**src/rtl/datapath_controller.sv**
```systemverilog
// Moore controller for the simple datapath: latches one instruction on s in WAIT,
// then steps through register reads, ALU and writeback strobes for that instruction.
module datapath_controller #(
  parameter bit SX_IMM8 = 1'b1
) (
  input  logic        clk,
  input  logic        reset_n,
  input  logic        s,
  input  logic [15:0] in,
  output logic        w,
  output logic        err,
  output logic        vsel,
  output logic [15:0] datapath_in,
  output logic [2:0]  readnum,
  output logic [2:0]  writenum,
  output logic        write,
  output logic        loada,
  output logic        loadb,
  output logic        asel,
  output logic        bsel,
  output logic [1:0]  shift,
  output logic [1:0]  ALUop,
  output logic        loadc,
  output logic        loads
);

  typedef enum logic [2:0] {
    S_WAIT, S_DECODE, S_WIMM, S_GETA, S_GETB, S_CALC, S_WREG
  } state_t;

  typedef struct packed {
    logic [2:0] opcode;
    logic [1:0] op;
    logic [2:0] rn;
    logic [2:0] rd;
    logic [1:0] sh;
    logic [2:0] rm;
  } instr_t;

  state_t r_state, w_next;
  instr_t r_ir;

  logic w_is_movi, w_is_movr, w_is_alu, w_is_mvn, w_is_cmp;

  assign w_is_movi = (r_ir.opcode == 3'b110) && (r_ir.op == 2'b10);
  assign w_is_movr = (r_ir.opcode == 3'b110) && (r_ir.op == 2'b00);
  assign w_is_alu  = (r_ir.opcode == 3'b101);
  assign w_is_mvn  = w_is_alu && (r_ir.op == 2'b11);
  assign w_is_cmp  = w_is_alu && (r_ir.op == 2'b01);

  // imm8 occupies the low byte, overlapping Rd/sh/Rm
  assign datapath_in = SX_IMM8 ? {{8{r_ir.rd[2]}}, r_ir[7:0]} : {8'h00, r_ir[7:0]};

  always_ff @(posedge clk or negedge reset_n) begin
    if (!reset_n) begin
      r_state <= S_WAIT;
      r_ir    <= '0;
    end else begin
      r_state <= w_next;
      if (r_state == S_WAIT && s) r_ir <= instr_t'(in);
    end
  end

  always_comb begin
    w_next   = r_state;
    w        = 1'b0;
    err      = 1'b0;
    vsel     = 1'b0;
    readnum  = 3'd0;
    writenum = 3'd0;
    write    = 1'b0;
    loada    = 1'b0;
    loadb    = 1'b0;
    asel     = 1'b0;
    bsel     = 1'b0;
    shift    = 2'b00;
    ALUop    = 2'b00;
    loadc    = 1'b0;
    loads    = 1'b0;
    case (r_state)
      S_WAIT: begin
        w = 1'b1;
        if (s) w_next = S_DECODE;
      end
      S_DECODE: begin
        if (w_is_movi)                  w_next = S_WIMM;
        else if (w_is_movr || w_is_mvn) w_next = S_GETB;
        else if (w_is_alu)              w_next = S_GETA;
        else begin
          w_next = S_WAIT;
          err    = 1'b1;
        end
      end
      S_WIMM: begin
        vsel     = 1'b1;
        writenum = r_ir.rn;
        write    = 1'b1;
        w_next   = S_WAIT;
      end
      S_GETA: begin
        readnum = r_ir.rn;
        loada   = 1'b1;
        w_next  = S_GETB;
      end
      S_GETB: begin
        readnum = r_ir.rm;
        loadb   = 1'b1;
        w_next  = S_CALC;
      end
      S_CALC: begin
        shift = r_ir.sh;
        // MOV-register passes B through the adder with A forced to zero
        asel  = w_is_movr;
        ALUop = w_is_movr ? 2'b00 : r_ir.op;
        if (w_is_cmp) begin
          loads  = 1'b1;
          w_next = S_WAIT;
        end else begin
          loadc  = 1'b1;
          w_next = S_WREG;
        end
      end
      S_WREG: begin
        vsel     = 1'b0;
        writenum = r_ir.rd;
        write    = 1'b1;
        w_next   = S_WAIT;
      end
      default: w_next = S_WAIT;
    endcase
  end

endmodule

```
**config.mk**
```make
export PLATFORM = sky130hd
export DESIGN_NAME = datapath_controller
export DESIGN_NICKNAME = d
export VERILOG_FILES = /design/src/rtl/datapath_controller.sv
export SDC_FILE = /design/constraint.sdc
export NUM_CORES = 1
export LEC_CHECK = 0
export CAP_MARGIN = 10
export CORE_MARGIN = 1.5
export CORE_UTILIZATION = 41
export DETAILED_ROUTE_END_ITERATION = 10
export PLACE_DENSITY = 0.79
export RECOVER_POWER = 50
export REMOVE_ABC_BUFFERS = 1
export SYNTH_ARGS = -nofsm -noshare
export SYNTH_HDL_FRONTEND = slang
export SYNTH_SLANG_ARGS = --single-unit
```
**constraint.sdc**
```tcl
create_clock -name clk -period 1.6 [get_ports clk]
set_input_delay 0.32 -clock clk [delete_from_list [all_inputs] [get_ports clk]]
set_output_delay 0.32 -clock clk [all_outputs]
set_load 0.01 [all_outputs]
```
### Yosys cells after proc, flatten, opt, wreduce, memory -nomap -nowiden

Cells that the tools add are included.

| storage, ports and cells | value |
|---|---|
| register bits after elaboration | 19 |
| input bits | 19 |
| output and inout port bits | 36 |
| logic and storage cells | 53 |

| cells by class | value |
|---|---|
| eq/ne operators | 12 |
| multiplexer cells | 25 |
| reduce and logical (&&, ||, !) cells | 9 |

Operators with widths:

| operator | number |
|---|---|
| 3-bit equality test, second input constant | 5 |
| 3-bit one-hot mux with 5 select lines | 1 |
| 1-bit two-way mux | 14 |
| 3-bit two-way mux | 4 |
| 3-bit one-hot mux with 2 select lines | 2 |
| 2-bit two-way mux | 4 |
| 3-bit by 2-bit equality test with 1-bit output, second input constant | 2 |
| 1-bit logical AND | 5 |
| 2-bit equality test, second input constant | 2 |
| 3-bit by 1-bit equality test with 1-bit output, second input constant | 1 |
| 3-bit logical NOT | 1 |
| 2-bit by 1-bit equality test with 1-bit output, second input constant | 1 |
| 2-bit logical NOT | 1 |
| 2-bit inequality test, second input constant | 1 |
| 2-bit OR reduction | 1 |
| 1-bit logical OR | 1 |

### Depth between registers and ports, before layout

| depth | value |
|---|---|
| word-level depth | 6 |
| mapped depth | 6 |
| depth with buffers taken out | 3 |

### Least setup slack after synthesis

No wires, ideal clock.

| timing | value |
|---|---|
| path type | reg2out |
| start point | register r_state[2] |
| end point | output port readnum[0] |
| arrival time | 1.288 ns |
| data required time | 1.280 ns |
| setup slack | -0.008 ns |
| cell stages (with the launch flop) | 4 |
| path buffers | 1 |
| path through | dfrtp_1 buf_4 nor3b_1 a22o_1 |

| between the ends | value |
|---|---|
| longest elaborated chain between the ends | 2 |
| elaborated cells between the ends (all ways) | 3 |
| classes of those cells | eq/ne: 2; mux: 1 |

Ends and longest elaborated chain:

| element | RTL line | source |
|---|---|---|
| start: declaration | 40 | `state_t r_state, w_next;` |
| start signal: assignment | 59 | `r_state <= w_next;` |
| 3-bit equality test or 3-bit by 2-bit equality test with 1-bit output (tied branches) | 80 | `case (r_state)` |
| 3-bit one-hot mux with 2 select lines (*) | 80 |  |
| end: declaration | 14 | `output logic [2:0] readnum,` |

Every way passes the cells marked *; elsewhere a longest branch is shown, timed or not.

### Worst setup path in the final report

| timing | value |
|---|---|
| start point | register r_state[1] |
| end point | output port readnum[1] |

The elaborated chain is that of the path after synthesis.

==> impl_metrics.py <==
metrics = {
    "yosys": {
        "async_reset_ff_frac": 1.00,
        "synthSimpleGateAreaFrac": 0.175,
        "ys.warnings.count": 0,
        "syn_area_sq_um": 1220,
        "synth_xor_area_frac": 0,
        "yosys_most_used_dff": "dfrtp_1",
        "synth_edf_count": 0,
        "netlist_top_cells_count": "buf_4 (19), dfrtp_1 (19), mux2_4 (10)",
        "avgSynthCellArea_sq_um": 11.4,
        "synth_compound_area_frac": 0.0695,
        "postSynthCellCount": 107,
        "synth_area_leader_cell": "dfrtp_1",
        "synth.area.mux_share": 0.202,
        "ys_types": 34,
        "synth_seq_cells": 19,
        "ys_seq_area_frac": 0.389,
        "synthAdderAreaFrac": 0,
        "synth_top_family_by_area": "multiplexers",
        "netlist_top_cells_area": "dfrtp_1 (39%), mux2_4 (12%), buf_4 (12%)",
        "yosysTopAreaCellShare": 0.389,
    },
    "cts": {
        "cts_buffers": 3,
        "insertion_delay_ns": 0.31,
        "cts_root_buf": "clkbuf_4",
        "clkTransAtPathRegs_ns": 0.11,
        "cts_tree": "done",
        "clkSinkCount": 19,
        "ctsLongestPathBuffers": 2,
        "hold_buffers": 0,
        "htree_levels": 1,
    },
    "routing": {
        "vias": 1031,
        "drc": 8,
        "ant_nets": 0,
        "detail_route.wl_per_cell_microns": 15.4,
        "drt_pass1_iterations": 7,
        "finalWirelength_mm": 3.12,
        "viasPerCell": 5.08,
        "initialDrtViolationCount": 26,
    },
    "grt": {
        "grt_pass1_vias": 977,
        "grt.overflow.total": 0,
        "antenna_found_initial": 0,
        "track_usage": 0.185,
        "grt_max_degree": 20,
        "grt_pass1_wl_mm": 4.74,
    },
    "floorplanning": {
        "std_cell_rows": 19,
        "start_util": 0.436,
        "die_y_microns": 57.6,
        "die_area_sq_um": 3320,
        "coreArea_sq_um": 2810,
        "ios": 55,
        "die_w_microns": 57.6,
    },
    "sta": {
        "fin_ws_ns": -0.163,
        "rsz0062_at_grt": "yes",
        "slew_headroom": 0.310,
        "finalSetupViolCount": 20,
        "slew_violations": 0,
        "finalHoldViolCount": 0,
        "max_freq_mhz": 567,
        "finalCritPeriodShare": 1.10,
        "whs_ns": 0.545,
        "max_slew.worst_pin.slew_ns": 1.03,
        "finClkSkew_ns": 0.00585,
        "fin_crit_ns": 1.76,
    },
    "placed_design": {
        "gp_congestion": 0.819,
        "dp_hpwl_mm": 2.17,
        "place_ws_ns": -0.249,
        "placed_area_sq_um": 1740,
        "io_buffers": 53,
    },
    "status": {
        "violations": "design-rule violations, negative setup slack",
        "status": "complete, but fails checks",
    },
    "power_and_ir_drop": {
        "vdd_drop_max_uv": 1060,
        "powerDensity_nw_per_um2": 2010,
        "power_mw": 3.91,
        "leakagePower_nw": 0.966,
    },
    "critical_path": {
        "r2r_end": "r_ir[10]",
        "required_ns": 1.28,
        "cp_cell_sequence": "buf_6 -> and3b_2 -> a22o_1 -> buf_2",
        "path_max_fanout": 5,
        "r2r-start": "r_state[1]",
        "crit_type": "reg2out",
        "worstRegToRegCells": 5,
        "cp.arrival_ns": 1.44,
        "worstSetupEndpointType": "primary output",
        "regToRegSetupSlack_ns": 0.04,
        "slowest_stage": "dfrtp_1",
        "cp_slowest_stage_delay_ns": 0.41,
        "cp-start-kind": "flop",
    },
    "min_path": {
        "hold_class": "reg2reg",
        "hold_start": "datapath_in[4]",
        "hold_end": "datapath_in[4]",
        "hold_depth": 1,
    },
    "finish": {
        "n_antenna_cell": 0,
        "fin_util": 0.692,
        "areaGrowthSynthToFinish_pct": 58.7,
        "fin_area_sq_um": 1940,
        "fin_nets": 192,
        "drive_above_1_share": 0.535,
    },
    "run": {
        "drv_cap": 0,
    },
}
[worst max path at each step]
stage | from | endpoint
after global placement | r_ir[14] | err
after detailed placement | r_ir[14] | err
after global routing | r_state[0] | readnum[2]
after floorplan | r_state[2] | readnum[0]
after CTS | r_state[0] | readnum[2]
final | r_state[1] | readnum[1]
[critical path, delay by kind of cell, from the launching register on]
| kind | cells | cell delay [ns] |
|---|---|---|
| flip-flops | 1 | 0.41 |
| buffers and inverters | 2 | 0.27 |
| AO/OA/AOI/OAI | 1 | 0.23 |
| AND/OR/NAND/NOR | 1 | 0.22 |
[final cells by class]
type	instances	area (sq um)
clock buffer	4	26.3
tap	31	38.8
timing repair buffer	83	741
sequential	19	477
fill	218	863
multi-input combinational	64	652
inverter	2	7.51
[registers in the layout, indices dropped and copies added (netlist names)]
signal and flops:
r_ir 8, r_state 3, datapath_in 8
[cell usage in the layout, fill, tap and decap left out, drive strengths merged, types with 3 or more instances in the layout]
master and count:
clkdlybuf4s50 22, nor2 6, clkdlybuf4s15 8, nor2b 3, dlymetal6s2s 3, buf 47
mux2i 3, mux2 16, dfrtp 19, and3 7, a22o 3, and2 5
clkbuf 5
[report_power, final]
| group | internal, mW | switching, mW | total [mW] | leakage, nW |
|---|---|---|---|---|
| clock | 0.0976 | 0.154 | 0.252 | 0.0150 |
| sequential | 0.730 | 0.222 | 0.953 | 0.225 |
| combinational | 1.63 | 1.07 | 2.70 | 0.726 |
| total | 2.46 | 1.45 | 3.91 | 0.966 |
[cell families (layout without fill, tap and decap cells)]
kind of cell | count (synthesis) | count (layout)
AO/OA/AOI/OAI | 11 | 11
flip-flops | 19 | 19
buffers and inverters | 25 | 89
multiplexers | 19 | 19
AND/OR/NAND/NOR | 32 | 33
other | 1 | 1
[what timing repair did]
item                       4_1_cts  5_1_grt
setup buffers                    7        5
resized for setup              111       26
cloned                           1        0
pin swaps                       11        3
setup endpoints to repair       34       49
[per-stage QoR]
step                cells  setup TNS (ns)
global placement      186           -2.30
finish                203           -1.95
global route          203           -3.09
floorplan              84          -0.633
CTS                   198           -1.78
detailed placement    186           -2.80
[routing by layer]
metal | wire length, microns | global-route usage | vias up
met5 | 0 | 0 | -
met1 | 1250 | 0.231 | 503
met3 | 151 | 0.0424 | 4
met2 | 1690 | 0.331 | 38
li1 | - | - | 486
met4 | 32 | 0.0332 | 0
(Power assumes the default switching activity.)
